===== src/rtl/stack_pointer_unit.sv =====
// Execute-stage stack pointer: decodes push/pop, checks bounds, updates SP and
// registers the stack address and exception pulses for the memory stage.
module stack_pointer_unit #(
    parameter int                ADDR_W   = 20,
    parameter logic [ADDR_W-1:0] SP_RESET = 20'hFFFFF,
    parameter logic [ADDR_W-1:0] SP_LIMIT = 20'h00800
) (
    input  logic              clk,
    input  logic              i_reset,
    input  logic              i_stall,
    input  logic              i_flush,
    input  logic              i_push,
    input  logic              i_pop,
    input  logic              i_en32,
    input  logic [31:0]       i_pc,
    output logic [31:0]       o_stackData,
    output logic              o_isStack,
    output logic [ADDR_W-1:0] o_sp,
    output logic              o_overflowExc,
    output logic              o_emptyExc,
    output logic [31:0]       o_excPc
);

    logic [ADDR_W-1:0] sp_q, sp_d;
    logic [ADDR_W-1:0] stack_addr_q, stack_addr_d;
    logic              is_stack_q, is_stack_d;
    logic              overflow_q, overflow_d;
    logic              empty_q, empty_d;
    logic [31:0]       exc_pc_q, exc_pc_d;

    logic [ADDR_W:0]   n_wide;
    logic [ADDR_W:0]   push_lo;
    logic [ADDR_W:0]   pop_hi;
    logic              push_ok;
    logic              pop_ok;
    logic              do_push;
    logic              do_pop;

    // One extra bit on the bound checks so a wrap shows up as a borrow/carry.
    always_comb begin
        n_wide  = i_en32 ? (ADDR_W+1)'(2) : (ADDR_W+1)'(1);
        push_lo = {1'b0, sp_q} - {{ADDR_W{1'b0}}, i_en32};
        pop_hi  = {1'b0, sp_q} + n_wide;
        push_ok = !push_lo[ADDR_W] && (push_lo >= {1'b0, SP_LIMIT});
        pop_ok  = pop_hi <= {1'b0, SP_RESET};
        do_push = i_push;
        do_pop  = i_pop && !i_push;
    end

    always_comb begin
        sp_d         = sp_q;
        stack_addr_d = stack_addr_q;
        is_stack_d   = is_stack_q;
        overflow_d   = overflow_q;
        empty_d      = empty_q;
        exc_pc_d     = exc_pc_q;
        if (i_flush) begin
            stack_addr_d = '0;
            is_stack_d   = 1'b0;
            overflow_d   = 1'b0;
            empty_d      = 1'b0;
        end else if (!i_stall) begin
            stack_addr_d = '0;
            is_stack_d   = 1'b0;
            overflow_d   = 1'b0;
            empty_d      = 1'b0;
            if (do_push) begin
                if (push_ok) begin
                    is_stack_d   = 1'b1;
                    stack_addr_d = push_lo[ADDR_W-1:0];
                    sp_d         = sp_q - n_wide[ADDR_W-1:0];
                end else begin
                    overflow_d = 1'b1;
                    exc_pc_d   = i_pc;
                end
            end else if (do_pop) begin
                if (pop_ok) begin
                    is_stack_d   = 1'b1;
                    stack_addr_d = sp_q + ADDR_W'(1);
                    sp_d         = pop_hi[ADDR_W-1:0];
                end else begin
                    empty_d  = 1'b1;
                    exc_pc_d = i_pc;
                end
            end
        end
    end

    always_ff @(posedge clk) begin
        if (i_reset) begin
            sp_q         <= SP_RESET;
            stack_addr_q <= '0;
            is_stack_q   <= 1'b0;
            overflow_q   <= 1'b0;
            empty_q      <= 1'b0;
            exc_pc_q     <= '0;
        end else begin
            sp_q         <= sp_d;
            stack_addr_q <= stack_addr_d;
            is_stack_q   <= is_stack_d;
            overflow_q   <= overflow_d;
            empty_q      <= empty_d;
            exc_pc_q     <= exc_pc_d;
        end
    end

    assign o_stackData   = {{(32-ADDR_W){1'b0}}, stack_addr_q};
    assign o_isStack     = is_stack_q;
    assign o_sp          = sp_q;
    assign o_overflowExc = overflow_q;
    assign o_emptyExc    = empty_q;
    assign o_excPc       = exc_pc_q;

endmodule


===== config.mk =====
export PLATFORM = sky130hd
export DESIGN_NAME = stack_pointer_unit
export DESIGN_NICKNAME = d
export VERILOG_FILES = /design/src/rtl/stack_pointer_unit.sv
export SDC_FILE = /design/constraint.sdc
export NUM_CORES = 1
export LEC_CHECK = 0
export CAP_MARGIN = 20
export CORE_ASPECT_RATIO = 1.1
export CORE_UTILIZATION = 40
export CTS_CLUSTER_DIAMETER = 40
export DETAILED_ROUTE_END_ITERATION = 6
export DONT_BUFFER_PORTS = 1
export SLEW_MARGIN = 30
export SYNTH_ARGS = -nofsm -noshare
export SYNTH_HDL_FRONTEND = slang
export SYNTH_SLANG_ARGS = --single-unit

===== constraint.sdc =====
create_clock -name clk -period 3.3 [get_ports clk]
set_clock_uncertainty 0.1 [all_clocks]
set_input_delay 0.99 -clock clk [delete_from_list [all_inputs] [get_ports clk]]
set_output_delay 0.99 -clock clk [all_outputs]
set_load 0.02 [all_outputs]

* Word level (Yosys, flattened, before mapping) *
Index checks and enable logic that the tools add are counted.

cells by class
  $add $sub $neg = 4
  order comparisons = 2
  eq/ne operators = 3
  muxes and demuxes = 22
  bitwise operators = 2
  reductions and logical operators = 9

operators by type and width
  kind                     count
  $mux W20                 8
  $mux W32                 4
  $add A20 B2 Y21          1
  $ge A21 B12 Y1 const B   1
  $le A21 B20 Y1 const B   1
  $sub A20 B1 Y21          1
  $add A20 B1 Y20 const B  1
  $sub A20 B2 Y20          1
  $reduce_and A5 Y1        2
  $mux W1                  9
  $ne A2 B2 Y1 const B     2
  $reduce_bool A2 Y1       2
  $logic_and A1 B1 Y1      2
  $logic_not A1 Y1         2
  $mux W2                  1
  $ne A2 B1 Y1 const B     1
  $not A1 Y1               2
  $reduce_or A2 Y1         1

word-level totals
  register bits = 75
  input bits = 39
  output and inout port bits = 87
  logic and storage cells = 48

* Logic depth before layout (Yosys ltp) *
Gate-level depths: netlist of run 1.

  word-level depth = 6
  gate-level depth with buffers = 11

* Worst setup path after synthesis of run 1 *
Ideal clock, no wire load.

  path type = input port to flip-flop
  from = input port i_en32
  to = register sp_q[13], in the netlist o_sp[13]
  setup time = 0.137 ns
  data arrival time = 2.990 ns
  data required time = 3.063 ns
  setup slack = 0.073 ns
  cell stages on the path = 9
  path buffers = 1
  path through = ha_1 -> ha_1 -> nor3b_1 -> nand4_1 -> mux2_2 -> o2bb2ai_2 -> clkbuf_1 -> or3_1 -> nand3_1

on the way
  longest elaborated chain between the ends = 5
  elaborated cells between the ends (all ways) = 15
  those cells by class = add/sub (3); order compare (2); eq/ne (1); mux (5); reduce/logical (4)

ends and longest elaborated chain
  item                                                            RTL line  text
  start: declaration                                              14        input logic i_en32,
  $sub A20 B1 Y21 or $mux W2 (tied branches)                      42, 41
  $ge A21 B12 Y1, or another cell as far along                    44        push_ok = !push_lo[ADDR_W] && (push_lo >= {1'b0, SP_LIMIT});
  $logic_and A1 B1 Y1, or another cell as far along               44
  $ne A2 B1 Y1 (no source line), or another cell as far along     -
  $reduce_and A5 Y1 (no source line) or $mux W20 (tied branches)  -
  end signal: assignment                                          98        sp_q <= sp_d;
  end: declaration                                                24        logic [ADDR_W-1:0] sp_q, sp_d;

Parallel ways exist; a longest one is shown, timed or not. The select of a mux whose other input is x is not followed.
A chain may end at the register's enable or synchronous reset.

* Worst setup path in the final report of run 1 *
  from = input port i_en32
  to = register stack_addr_q[5]

on the way
  longest elaborated chain between the ends = 6
  elaborated cells between the ends (all ways) = 11
  those cells by class = add/sub (2); order compare (2); mux (5); reduce/logical (2)

ends and longest elaborated chain
  item                    RTL line  text
  $mux W2                 41        n_wide = i_en32 ? (ADDR_W+1)'(2) : (ADDR_W+1)'(1);
  $add A20 B2 Y21         43        pop_hi = {1'b0, sp_q} + n_wide;
  $le A21 B20 Y1          45        pop_ok = pop_hi <= {1'b0, SP_RESET};
  $mux W20                77        if (pop_ok) begin
  $mux W20                76        end else if (do_pop) begin
  $mux W20 *              67        if (do_push) begin
  end signal: assignment  99        stack_addr_q <= stack_addr_d;
  end: declaration        25        logic [ADDR_W-1:0] stack_addr_q, stack_addr_d;

Mark *: on every way between the ends. The rest lies on a longest branch, timed or not.

==> impl_metrics.yaml, run 1 <==
detailed_routing:
  vias: 4237
  viasPerCell: 5.71
  drt_wl_total_mm: 12.6
  drtIter0Drc: 267
  routedWlPerCell_um: 17.0
  drc: 0
  drtPass1Iterations: 5
  ant_nets: 0
global_routing:
  grt_pass1_wl_mm: 20.0
  grt_pass1_vias: 4030
  antenna_found_initial: 0
  grt_max_degree: 47
  grt_usage_pct: 20.6
  overflow: 0
timing:
  slew_headroom_pct: 44.8
  period_minus_slack_ns: 3.08
  finalMaxSlewViolations: 0
  fin_crit_sh_pct: 93.2
  tightest_slew_ns: 0.820
  rsz0062_at_grt: "no"
  hold_violations: 0
  max_freq_mhz: 325
  setup_viol: 0
floorplanning:
  die_area_sq_mm: 0.0123
  ios: 126
  row_count: 41
  die_y_um: 116
  die_w_um: 106
  start_util_pct: 41.1
  core_sq_mm: 0.0115
clock_network:
  clockBufferDepth: 2
  clk_pin_slew_ns: 0.06
  cts_root_buffer: "clkbuf_16"
  holdBufCountCts: 0
  tritoncts: "done"
  clock_latency_ns: 0.34
  cts_sinks: 75
  cts_inserted_buffers: 9
  h-tree-depth: 3
yosys:
  netlist_instances: 582
  synth_compound_area_share_pct: 13.4
  synth_flop_cell: "dfxtp_1"
  synth_top_family_by_area: "simple AND/OR/NAND/NOR gates"
  synth_seq_cells: 75
  ys_seq_area_share_pct: 31.6
  synth.cell_area_sq_mm: 0.00475
  synthAdderAreaFrac_pct: 2.69
  synth_cell_types: 68
  ys_warn_count: 0
  synth-xor-area-share_pct: 5.90
  synth_mux_area_share_pct: 7.40
  synth-simple-area-share_pct: 28.7
  syn_area_per_cell_sq_um: 8.16
  ys_async_sr_fraction_pct: 0
  synth_edf_count: 0
cells_and_area:
  syn_to_final_growth_pct: 9.88
  utilization_pct: 45.2
  final_cell_area_sq_mm: 0.00522
  n_antenna_cell: 0
  layout-drive-gt1-share_pct: 12.3
  nNetsFinal: 635
  n_fill_cell: 1132
placed_design:
  dp_hpwl_mm: 9.42
  place_congestion: 0.879
  place_area_sq_mm: 0.00489
  port_buffers: 0
critical_path:
  r2r_start: "o_sp[0]"
  critPathKind: "in -> reg"
  cp.required_ns: 3.41
  crit-reg2reg-capture: "stack_addr_q[5]"
  crit_path_end_kind: "flop"
  cp-start-kind: "input pin"
  arrival_ns: 3.19
  r2r_slack_ns: 0.42
  reg2regPathDepth: 10
  worstPathMaxFanout: 9
pwr:
  total_power_w: 0.00243
  leakagePower_nw: 1.97
  max-vdd-ir-drop_uv: 184
  p_per_area_mw_per_mm2: 466
job:
  drv_cap: 0
worst_hold_path:
  hold_start: "o_excPc[18]"
  hold_path_end: "o_excPc[18]"
  worstHoldPathType: "reg -> reg"
  hold_path_depth: 2
run_status:
  status: "finished, final reports clean"
==> cell usage in the layout (no fill, tap or decap), types with 6 or more instances in the layout <==
cell type and count:
mux2i_1 34, ha_1 7, a221oi_1 12, inv_1 11
clkbuf_16 9, nand2_1 104, nor2_1 28, o21ai_1 20
and2_1 6, dfxtp_1 75, nand3_1 32, nand4_1 11
nor4_1 6, conb_1 12, or3_1 19, nor3_1 19
buf_4 42, nor2b_1 14, xor2_1 17, xnor2_1 15
o21ai_0 14
==> power by group <==
| group | total [W] | switching (W) | internal, W |
|---|---|---|---|
| Combinational | 0.000426 | 0.000257 | 0.000169 |
| Clock | 0.00102 | 0.000405 | 0.000613 |
| Sequential | 0.000991 | 0.0000596 | 0.000931 |
==> cell usage after synthesis, types with 11 or more instances <==
master    number  area share [%]
a221oi_1      12             2.2
buf_2         12             1.3
buf_4         15             2.4
clkbuf_1      16             1.3
dfxtp_1       75              32
inv_1         11            0.87
mux2i_1       34             7.2
nand2_1      104             8.2
nand3_1       32             3.4
nand4_1       11             1.4
nor2_1        28             2.2
nor2b_1       14             1.8
nor3_1        19             2.0
o21ai_0       14             1.5
o21ai_1       20             2.1
or3_1         19             2.5
xnor2_1       15             2.8
xor2_1        17             3.1
==> worst max-delay path by stage <==
stage | slack (ns) | end | cells past startpoint | start
2_1_floorplan | 0.07 | o_sp[13] | 9 | i_en32
6_report | 0.22 | stack_addr_q[5] | 9 | i_en32
5_1_grt | 0.07 | stack_addr_q[5] | 9 | i_en32
4_1_cts | 0.17 | o_sp[10] | 9 | i_en32
3_5_place_dp | -0.18 | o_sp[10] | 9 | i_en32
3_3_place_gp | -0.07 | o_sp[7] | 9 | i_en32
==> registers in the layout, summed over array words and instances (netlist names) <==
signal / flops
o_isStack: 1
o_sp: 20
o_overflowExc: 1
o_emptyExc: 1
stack_addr_q: 20
o_excPc: 32
==> cell type report <==
class                           count  area (sq um)  share of cell area (%)
Multi-Input combinational cell    445          2820                    54.0
Sequential cell                    75          1500                    28.8
Timing Repair Buffer               44           355                    6.81
Clock buffer                       10           239                    4.58
Tap cell                          150           188                    3.60
Clock inverter                      6          72.6                    1.39
Inverter                           12          45.0                   0.863
==> logic make-up after synthesis <==
| group | Yosys count |
|---|---|
| and+or+nand+nor | 269 |
| AOI/OAI and AO/OA | 88 |
| DFF | 75 |
| buffers and inverters | 73 |
| muxes | 35 |
| xor gates and xnor gates | 32 |
| adders and majority gates | 9 |
| other | 1 |
==> worst max-delay path, cell delays in order <==
cell and delay [ns]:
ha_1 0.15, ha_1 0.16, nor3b_1 0.41, nand3_1 0.27
o41ai_4 0.34, a31oi_1 0.18, buf_4 0.24, a221oi_1 0.36
nor3_1 0.09
==> timing repair <==
action,in CTS,in global routing
gates resized for setup,0,1
setup endpoints to repair,0,5
endpoints found under the hold margin,0,0
buffers inserted,0,0
==> metal layers <==
layer  GRT usage, %  vias up  share of wire [%]
li1               -     2046                  -
met1           23.7     2003                 42
met2           37.7      173                 50
met3           4.74       15                6.9
met4           7.13        0                1.6
met5              0        -                  0
==> stage by stage <==
step                setup slack (ns)  hold slack (ns)  cells  setup TNS [ns]
floorplan                     0.0735            0.433    593               0
global placement             -0.0687            0.437    726          -0.462
detailed placement            -0.178            0.450    726           -3.40
CTS                            0.166            0.460    742               0
global route                  0.0674            0.474    742               0
finish                         0.224            0.459    742               0
(Power assumes the default switching activity.)
==> run 2: changes to the inputs <==
--- a/config.mk
+++ b/config.mk
@@ -11,6 +11,7 @@
 export CTS_CLUSTER_DIAMETER = 40
 export DETAILED_ROUTE_END_ITERATION = 6
 export DONT_BUFFER_PORTS = 1
+export PLACE_DENSITY = 0.53
 export SLEW_MARGIN = 30
 export SYNTH_ARGS = -nofsm -noshare
 export SYNTH_HDL_FRONTEND = slang
==> constraint.sdc (replaced) <==
create_clock -name clk -period 3 [get_ports clk]
set_clock_uncertainty 0.1 [all_clocks]
set_input_delay 0.9 -clock clk [delete_from_list [all_inputs] [get_ports clk]]
set_output_delay 0.9 -clock clk [all_outputs]
set_load 0.02 [all_outputs]
==> run 2 against run 1 <==
Effect of this change: hold slack improved by 0.00071 ns; critical path type unchanged; highest routed layer unchanged; count of clock-buffer cells in the layout increased by 2; combinational power is 17% higher; critical path depth fell by 1.
==> impl_metrics.yaml, run 2 (synthesis results as in run 1) <==
run_status:
  status: "finished, final reports clean"
placed_design:
  dp_cells: 746
  port_buffers: 0
  dpl_worst_slack_ns: -0.0803
  dp_hpwl_mm: 10.1
  place_congestion: 0.962
pwr:
  swShare_pct: 28.4
  p_int_w: 0.00191
  leakagePower_nw: 2.06
  max-vdd-ir-drop_uv: 246
  clkPwrFrac_pct: 40.9
  p_per_area_mw_per_mm2: 498
  power_frac_seq_pct: 40.4
  switching_power_w: 0.000760
  pwr-share-comb_pct: 18.6
critical_path:
  r2r_start: "o_sp[15]"
  crit-reg2reg-capture: "o_excPc[16]"
  worstPathMaxFanout: 32
  arrival_ns: 2.92
  crit_path_end_kind: "flop"
  reg2regPathDepth: 6
  r2r_slack_ns: 0.34
  critPathKind: "in -> reg"
  cp-start-kind: "input pin"
  cp.required_ns: 3.15
clock_network:
  cts_inserted_buffers: 9
  clk_pin_slew_ns: 0.06
  postCtsSetupBuffers: 0
  tritoncts: "done"
  holdBufCountCts: 0
  h-tree-depth: 3
  clockBufferDepth: 2
  cts_root_buffer: "clkbuf_16"
  cts_sinks: 75
  cts-resized-gates: 0
  clock_latency_ns: 0.33
floorplanning:
  die_y_um: 116
  start_util_pct: 41.1
  ios: 126
  core_sq_mm: 0.0115
  row_count: 41
  die_w_um: 106
  die_area_sq_mm: 0.0123
timing:
  fin_crit_sh_pct: 92.3
  period_minus_slack_ns: 2.77
  max_freq_mhz: 361
  layout_setup_ws_ns: 0.232
  rsz0062_at_grt: "no"
  setup_viol: 0
  finalMaxSlewViolations: 0
  tightest_slew_ns: 0.565
  slew_headroom_pct: 61.9
  hold_violations: 0
cells_and_area:
  seq_area_sq_mm: 0.00150
  final_common_cell: "nand2_1"
  utilization_pct: 46.5
  n_fill_cell: 1171
  syn_to_final_growth_pct: 13.1
  layout-drive-gt1-share_pct: 15.4
  multi_input_area_sq_mm: 0.00281
  nNetsFinal: 655
  layout_common_cells: "nand2_1 (104), dfxtp_1 (75), buf_4 (61)"
  fin_cells: 762
  n_antenna_cell: 0
  largest_register_ffs: 32
detailed_routing:
  viasPerCell: 5.59
  ant_nets: 0
  drc: 0
  drtIter0Drc: 244
  routedWlPerCell_um: 17.3
  vias: 4260
  drtPass1Iterations: 4
  drt_wl_total_mm: 13.2
global_routing:
  grt_pass1_vias: 4081
  grt_usage_pct: 21.7
  grt_max_degree: 82
  overflow: 0
  antenna_found_initial: 0
  grt_pass1_wl_mm: 20.9
worst_hold_path:
  hold_path_depth: 2
  hold_path_end: "o_excPc[17]"
  hold_start: "o_excPc[17]"
  worstHoldPathType: "reg -> reg"
job:
  drv_cap: 0
-- run 2: cell count changes in the layout (fill, tap and decap cells not counted), sizes merged --
cell,delta
clkbuf,+2
inv,-1
clkinvlp,-1
buf,+20
-- run 2: layout make-up --
class / instances / share of cell area [%]
Multi-Input combinational cell: 445 / 52.4
Sequential cell: 75 / 28.0
Clock inverter: 4 / 0.909
Clock buffer: 12 / 4.78
Inverter: 12 / 0.839
Tap cell: 150 / 3.49
Timing Repair Buffer: 64 / 9.65
-- run 2: per-stage QoR --
| step | total power [W] | hold slack, ns | cell area, sq um | TNS, ns |
|---|---|---|---|---|
| after global placement | 0.00159 | 0.443 | 5060 | -0.0876 |
| after CTS | 0.00271 | 0.461 | 5370 | 0 |
| final | 0.00267 | 0.460 | 5370 | 0 |
| after detailed placement | 0.00160 | 0.447 | 5060 | -1.72 |
| after floorplan | 0.00147 | 0.433 | 4800 | 0 |
| after global routing | 0.00280 | 0.472 | 5370 | 0 |
-- run 2: worst max-delay path by stage --
stage                      start               to  slack [ns]  depth (start not counted)
final                     i_en32      o_excPc[16]        0.23                          8
after global routing      i_en32  stack_addr_q[8]        0.03                          8
after CTS                 i_en32      o_excPc[16]        0.25                          8
after detailed placement  i_en32      o_excPc[16]       -0.08                          8
after global placement    i_en32  stack_addr_q[8]       -0.04                          8
after floorplan           i_en32         o_sp[13]        0.02                          9
-- run 2: worst max-delay path: stages --
cell and delay (ns):
ha_1 0.14, ha_1 0.16, nor3b_2 0.24, nand3_1 0.23, or4_4 0.50, a31oi_4 0.23, buf_12 0.26, mux2i_1 0.24
-- run 2: power by group through the flow --
stage               registers [W]  clock network, W  logic [W]
finish                    0.00108           0.00109   0.000498
global route              0.00109           0.00117   0.000548
CTS                       0.00108           0.00113   0.000498
detailed placement        0.00110                 0   0.000494
global placement          0.00110                 0   0.000488
floorplan                 0.00110                 0   0.000375
-- run 2: metal layers --
layer	track usage, %	wire length, um
met4	8.98	248
met1	24.1	5410
met2	40.0	6770
met3	5.19	780
met5	0	0
==> patch, RTL diff (settings of run 2) <==
Set the parameter `ADDR_W` to 30 (it was 20).
--- a/src/rtl/stack_pointer_unit.sv
+++ b/src/rtl/stack_pointer_unit.sv
@@ -1,7 +1,7 @@
 // Execute-stage stack pointer: decodes push/pop, checks bounds, updates SP and
 // registers the stack address and exception pulses for the memory stage.
 module stack_pointer_unit #(
-    parameter int                ADDR_W   = 20,
+    parameter int                ADDR_W   = 30,
     parameter logic [ADDR_W-1:0] SP_RESET = 20'hFFFFF,
     parameter logic [ADDR_W-1:0] SP_LIMIT = 20'h00800
 ) (
Ports: changed (resized o_sp); port bits go from 126 to 136. The function was not compared with the original's and may differ.
==> patch against run 2 <==
The flow now finishes with violations (setup timing). Worst hold slack about the same. Wire length increased by 82%. Area after synthesis increased by 29%. Critical path type unchanged. Highest routed layer unchanged. Sequential cell count increased by 20. Setup slack got worse by 680 ps. Power increased by 27%. Die area increased by 28%. Design area increased by 62%.
==> patch: results <==
group,metric,value,unit
logic_synthesis,yosys-mux-area-fraction,0.05780,
logic_synthesis,synth-xor-area-share,0.06743,
logic_synthesis,synthAdderAreaFrac,0.02091,
placement,place_ws,-960.9,ps
placement,dp_cells,1086,
routing,met1Wirelength,9429,um
power_and_ir_drop,p_seq_frac,0.397,
power_and_ir_drop,swShare,0.3346,
layout,drive_above_1_share,0.3639,
routing,routed_via_density,5.865,
grt,grt.total_usage,0.2970,
timing,tightest_slew,517.8,ps
critical_path,critPathArrivalTime,3590,ps
logic_synthesis,synth_cell_types,77,
power_and_ir_drop,ir_worst_vdd,0.2309,mV
critical_path,r2r-end,"o_sp[14]",
grt,first_global_vias,6506,
routing,finalWirelength,23990,um
clocking,cts.clk_slew.worst_paths,80,ps
logic_synthesis,ys_top_cells_by_count,"nor2_1, dfxtp_1, nand2_1",
logic_synthesis,synth_compound_area_frac,0.1953,
logic_synthesis,syn_inst,779,
routing,wl_met2,12180,um
grt,grt_pass1_wl,36080,um
run_status,violations,"setup timing",
run_status,status,"finished, violations left",
critical_path,path_max_fanout,12,
routing,wl_met3,1395,um
hold_path,min_from,"stack_addr_q[2]",
layout,area_delta_synth_final,42.08,%
timing,finalSetupViolCount,91,
timing,worst_hold_slack,459.6,ps
critical_path,r2r_setup_slack,-410,ps
timing,worst_slack,-450.4,ps
==> patch: cell count changes after synthesis, sizes merged, moves of 11 or more <==
cell,before,now
buf,37,23
nand2,104,62
nor4,8,19
nor2,28,105
xnor2,15,36
a21oi,5,49
clkbuf,17,48
a211oi,1,23
dfxtp,75,95
or3,19,8
nor3,19,35
==> patch: what timing repair did <==
| action | in CTS | in global routing |
|---|---|---|
| cloned | 3 | 2 |
| buffers inserted | 17 | 2 |
| endpoints found under the setup margin | 91 | 91 |
| pin swaps | 29 | 14 |
| gates resized for setup | 57 | 22 |
==> patch: per-layer routing <==
metal / vias up / global-route usage
li1: 3090 / -
met1: 3155 / 0.3462
met2: 278 / 0.5263
met3: 57 / 0.04688
met4: 0 / 0.1375
met5: - / 0
==> patch: final cells by class <==
cell class | instances | area share
clock inverter | 7 | 0.008511
tap | 196 | 0.02827
sequential | 95 | 0.2194
inverter | 12 | 0.005626
timing repair buffer | 201 | 0.1966
multi-input combinational | 602 | 0.5156
clock buffer | 9 | 0.02597
